<file path="config.mk">
export PLATFORM = sky130hd
export DESIGN_NAME = xvc_jtag_shifter
export DESIGN_NICKNAME = d
export VERILOG_FILES = /design/src/rtl/xvc_jtag_shifter.sv
export SDC_FILE = /design/constraint.sdc
export NUM_CORES = 1
export LEC_CHECK = 0
export CAP_MARGIN = 20
export CORE_ASPECT_RATIO = 0.7
export CORE_UTILIZATION = 45
export DETAILED_ROUTE_END_ITERATION = 8
export GPL_TIMING_DRIVEN = 0
export MAX_ROUTING_LAYER = met4
export PLACE_DENSITY = 0.71
export SYNTH_ARGS = -nofsm -noshare
export SYNTH_HDL_FRONTEND = slang
export SYNTH_SLANG_ARGS = --single-unit
</file>
<file path="constraint.sdc">
create_clock -name clock -period 3.4 [get_ports clock]
set_clock_uncertainty 0.15 [all_clocks]
set_input_delay 0.51 -clock clock [delete_from_list [all_inputs] [get_ports clock]]
set_output_delay 0.51 -clock clock [all_outputs]
set_load 0.01 [all_outputs]
</file>
<file path="src/rtl/xvc_jtag_shifter.sv">
// rtl/xvc_jtag_shifter.sv - XVC shift engine: clocks up to 32 TMS/TDI bits out on JTAG, returns TDO word
//
// Purpose: takes one command word of up to 32 TMS/TDI bit pairs and shifts them
// LSB first at a TCK half-period of CLK_DIV clock cycles. TDO is sampled at the
// end of every TCK high phase and returned through a response handshake.
//
// Ports:
//   clock, reset_n             system clock (rising edge), async active-low reset
//   cmd_valid/cmd_ready        command handshake; cmd_len (0..63, >32 clamps to 32),
//                              cmd_tms/cmd_tdi bit vectors
//   rsp_valid/rsp_ready        response handshake; rsp_tdo captured TDO bits
//   busy                       high whenever not idle
//   jtag_tck/tms/tdi           registered JTAG pin outputs
//   jtag_tdo                   JTAG TDO, asynchronous to clock
module xvc_jtag_shifter #(
  parameter int CLK_DIV = 4
) (
  input  logic        clock,
  input  logic        reset_n,
  input  logic        cmd_valid,
  output logic        cmd_ready,
  input  logic [5:0]  cmd_len,
  input  logic [31:0] cmd_tms,
  input  logic [31:0] cmd_tdi,
  output logic        rsp_valid,
  input  logic        rsp_ready,
  output logic [31:0] rsp_tdo,
  output logic        busy,
  output logic        jtag_tck,
  output logic        jtag_tms,
  output logic        jtag_tdi,
  input  logic        jtag_tdo
);

  typedef enum logic [1:0] {IDLE, LOW, HIGH, RESP} state_t;

  localparam logic [7:0] DIV_M1 = 8'(CLK_DIV - 1);

  state_t      state_q, state_d;
  logic [7:0]  cnt_q;
  logic [4:0]  idx_q;
  logic [5:0]  len_q;
  logic [31:0] tms_q, tdi_q, acc_q;
  logic        tck_q, tms_pin_q, tdi_pin_q;
  logic        tdo_s1_q, tdo_s2_q;

  logic [5:0]  len_clamp;
  logic        phase_done;
  logic        last_bit;

  assign len_clamp  = (cmd_len > 6'd32) ? 6'd32 : cmd_len;
  assign phase_done = (cnt_q == 8'd0);
  assign last_bit   = ({1'b0, idx_q} == (len_q - 6'd1));

  // State register
  always_ff @(posedge clock or negedge reset_n) begin
    if (!reset_n) state_q <= IDLE;
    else          state_q <= state_d;
  end

  // Next-state logic
  always_comb begin
    state_d = state_q;
    case (state_q)
      IDLE: if (cmd_valid) state_d = (len_clamp == 6'd0) ? RESP : LOW;
      LOW:  if (phase_done) state_d = HIGH;
      HIGH: if (phase_done) state_d = last_bit ? RESP : LOW;
      RESP: if (rsp_ready) state_d = IDLE;
      default: state_d = IDLE;
    endcase
  end

  // Outputs decoded from the state register only
  always_comb begin
    cmd_ready = (state_q == IDLE);
    busy      = (state_q != IDLE);
    rsp_valid = (state_q == RESP);
  end

  assign rsp_tdo  = acc_q;
  assign jtag_tck = tck_q;
  assign jtag_tms = tms_pin_q;
  assign jtag_tdi = tdi_pin_q;

  // Two-flop TDO synchronizer; tdo_s2_q is the only copy the datapath reads
  always_ff @(posedge clock or negedge reset_n) begin
    if (!reset_n) begin
      tdo_s1_q <= 1'b0;
      tdo_s2_q <= 1'b0;
    end else begin
      tdo_s1_q <= jtag_tdo;
      tdo_s2_q <= tdo_s1_q;
    end
  end

  // Datapath: pins are updated on the same edge as the phase change so TMS/TDI
  // move together with the TCK falling edge and get a full low phase of setup.
  always_ff @(posedge clock or negedge reset_n) begin
    if (!reset_n) begin
      cnt_q     <= 8'd0;
      idx_q     <= 5'd0;
      len_q     <= 6'd0;
      tms_q     <= 32'd0;
      tdi_q     <= 32'd0;
      acc_q     <= 32'd0;
      tck_q     <= 1'b0;
      tms_pin_q <= 1'b1;
      tdi_pin_q <= 1'b0;
    end else begin
      case (state_q)
        IDLE: begin
          if (cmd_valid) begin
            tms_q <= cmd_tms;
            tdi_q <= cmd_tdi;
            len_q <= len_clamp;
            idx_q <= 5'd0;
            acc_q <= 32'd0;
            cnt_q <= DIV_M1;
            // A zero-length command leaves the TAP pins untouched
            if (len_clamp != 6'd0) begin
              tms_pin_q <= cmd_tms[0];
              tdi_pin_q <= cmd_tdi[0];
            end
          end
        end
        LOW: begin
          if (phase_done) begin
            tck_q <= 1'b1;
            cnt_q <= DIV_M1;
          end else begin
            cnt_q <= cnt_q - 8'd1;
          end
        end
        HIGH: begin
          if (phase_done) begin
            acc_q[idx_q] <= tdo_s2_q;
            tck_q        <= 1'b0;
            cnt_q        <= DIV_M1;
            // On the last bit the pins keep their value so the TAP stays put
            if (!last_bit) begin
              idx_q     <= idx_q + 5'd1;
              tms_pin_q <= tms_q[idx_q + 5'd1];
              tdi_pin_q <= tdi_q[idx_q + 5'd1];
            end
          end else begin
            cnt_q <= cnt_q - 8'd1;
          end
        end
        default: ;
      endcase
    end
  end

endmodule

</file>
==> metrics.txt <==
share of layout cells above drive strength 1 0.187; Post-synth EDFFs 0; Design Area, Final between 0.007 and 0.008 mm2; Max Slew Vio Count 0; core region area between 0.01 and 0.015 mm2; crit path DAT about 3300 ps; minimum clock period about 3200 ps; 1st-iter DRT viols 385; dpl hpwl 10.6 mm; CP max FO 10; PnR Total Power 0.00657 W; maximum clock rate ~320 MHz; Rel. slew slack 0.281; register area share after synthesis 0.517; Synth area leaders dfrtp_1 (51%), mux2_2 (13%), o21ai_0 (5.8%), mux4_2 (5.3%), mux2i_1 (2.9%); Main synth FF type dfrtp_1; failing checks DRC; H-tree levels 4; port bufs 112; CTS clk-pin slew, worst paths approximately 60 ps; Ant. Diodes 0; Final nets 730; Syn Inst Count between 500 and 600; unrepaired setup endpoints after global routing no; Yosys reg bits roughly 120; Setup WS post-layout 233 ps; Synth warnings 0; Layout area overhead 33.5%; Via density around 5.5; Yosys top cell by area dfrtp_1; endpoints failing hold 0; Post-DP Area 0.00726 mm2; Rows 34; die extent in x between 100 and 150 um; Required @ worst endpoint approximately 3600 ps; largest net degree at the start of global routing 89; total CTS buffers 17; fin crit share 0.931; Pwr Density about 830 mW/mm2; static leakage power around 3.3 nW; WL per Instance approximately 18 um; clk_lat worst skew about 410 ps; status finished with violations; Die ar. 0.0136 mm2; pre-CTS WS -390 ps; Max-Cap Viols 0; Power Internal 0.00441 W; most frequent cells in the layout dfrtp_1 (121), clkdlybuf4s50_1 (111), o21ai_0 (69); I/O Pins between 100 and 150; Syn Std Cell Area around 0.006 mm2; initial antenna violation count 0; WS Path Type flip-flop to flip-flop; syn nets roughly 600; Cell variety after synth 46; vias in the first global route about 4,700; FF/Latch Area just over 0.003 mm2; asr flop ratio synth 1.00; wirelength, routed 14.8 mm; final setup fails 0; Clk pwr share 0.281; total number of vias 4,528; Final GP Congestion 0.874; crit start category flip-flop; Sequential Power Share 0.341; Num Clock Sinks ~120; Die H just under 100 um; Synth top area share 0.512; GRT Total Usage 0.242; clk root buf clkbuf_16; most common cell after layout, fill and taps aside dfrtp_1; Switching Share 0.330; worst-margin pin slew ~1100 ps; Setup crit end kind flip-flop; Comb pwr share 0.379; DRT Pass-1 Iters 9; VDD IR max approximately 0.53 mV; footprint of the multi-input gates ~0.0027 mm2; Worst Hold Class flip-flop to flip-flop; Residual DRC 5; CTS tree done; # fillers between 900 and 1,000; Initial Util 0.469; first-pass GRT wire length about 24 mm; total gr overflow 0; net switching power ~0.0022 W; average size of a mapped cell between 10 and 15 um2; clock buffer depth 2; Post-DRT Antenna Nets 0
power groups by stage:
| stage | combinational, W | clock [W] | sequential (W) |
|---|---|---|---|
| floorplan | 0.00182 | 0 | 0.00217 |
| global placement | 0.00237 | 0 | 0.00223 |
| detailed placement | 0.00245 | 0 | 0.00226 |
| CTS | 0.00249 | 0.00187 | 0.00224 |
| global route | 0.00272 | 0.00193 | 0.00230 |
| finish | 0.00249 | 0.00185 | 0.00224 |
synthesized netlist by cell type, drive strengths merged, types with 2 or more instances:
cell	instances
nand2	27
nor3	5
xnor2	9
clkinv	2
o31ai	2
nor4	8
clkbuf	25
nand3	10
nor2	28
dfrtp	121
o21ai	69
buf	5
inv	13
mux4	14
mux2i	17
ha	10
a2111oi	3
nor3b	2
or2	3
mux2	66
a31oi	2
xor2	8
nand2b	10
or4	2
a21oi	33
stage by stage:
step	utilization	instances	TNS (ps)	hold WS, ps
final	0.627	820	0	196
after global routing	0.627	820	0	214
after CTS	0.626	820	0	198
after detailed placement	0.577	787	-632	186
after global placement	0.575	786	-367770	184
after floorplan	-	512	0	64.4
worst max-delay path, stage by stage (launching register included):
cell and delay [ps]:
dfrtp_1 500, ha_1 190, clkbuf_1 420, xor2_1 280
buf_2 370, mux4_2 360, mux2_2 300, a2111oi_0 360
a22oi_1 150
layout make-up:
class / instances / share of cell area
flip-flops and latches: 122 / 0.387
multi-input cells: 345 / 0.340
clock inverters: 11 / 0.0184
well taps: 162 / 0.0257
repair buffers: 114 / 0.147
inverters: 15 / 0.00729
clock buffers: 21 / 0.0583
plain buffers: 30 / 0.0163
cell families after synthesis:
group,after synthesis,synth area share
flops,122,0.517
compound gates,120,0.114
buf+inv,45,0.0294
xor+xnor,18,0.0290
fa+ha+maj,10,0.0212
simple gates,100,0.0815
mux,97,0.208
per-layer routing:
| layer | share of wire | routed length, um | up-vias | track usage |
|---|---|---|---|---|
| met1 | 0.47 | 6910 | 2214 | 0.327 |
| met3 | 0.076 | 1120 | 27 | 0.0780 |
| met4 | 0.015 | 215 | 0 | 0.0675 |
| met5 | 0 | 0 | - | - |
| li1 | - | - | 2116 | - |
| met2 | 0.44 | 6530 | 171 | 0.349 |
final timing paths:
path                            cells after the start  endpoint  slack [ps]      from
worst max register to register                      8  jtag_tms         230  idx_q[0]
min in group asynchronous                           2  cnt_q[3]         410   reset_n
worst max-delay path                                8  jtag_tms         230  idx_q[0]
max in group asynchronous                           3  jtag_tms        1940   reset_n
worst min register to register                      0  tdo_s2_q         200  tdo_s1_q
worst min-delay path                                0  tdo_s2_q         200  tdo_s1_q
registers in the layout, summed over array words and instances, names as in the netlist, 2 cells and up:
register	flops
rsp_tdo	32
tdi_q	32
tms_q	32
cnt_q	8
len_q	6
idx_q	5
state_q	2
repair_timing:
action,4_1_cts,5_1_grt
buffers inserted,0,0
pin swaps,0,0
hold endpoints to repair,34,0
resized for setup,3,2
setup endpoints to repair,2,2
hold buffers,1,0
No activity file was read; power rests on OpenSTA's default activity.
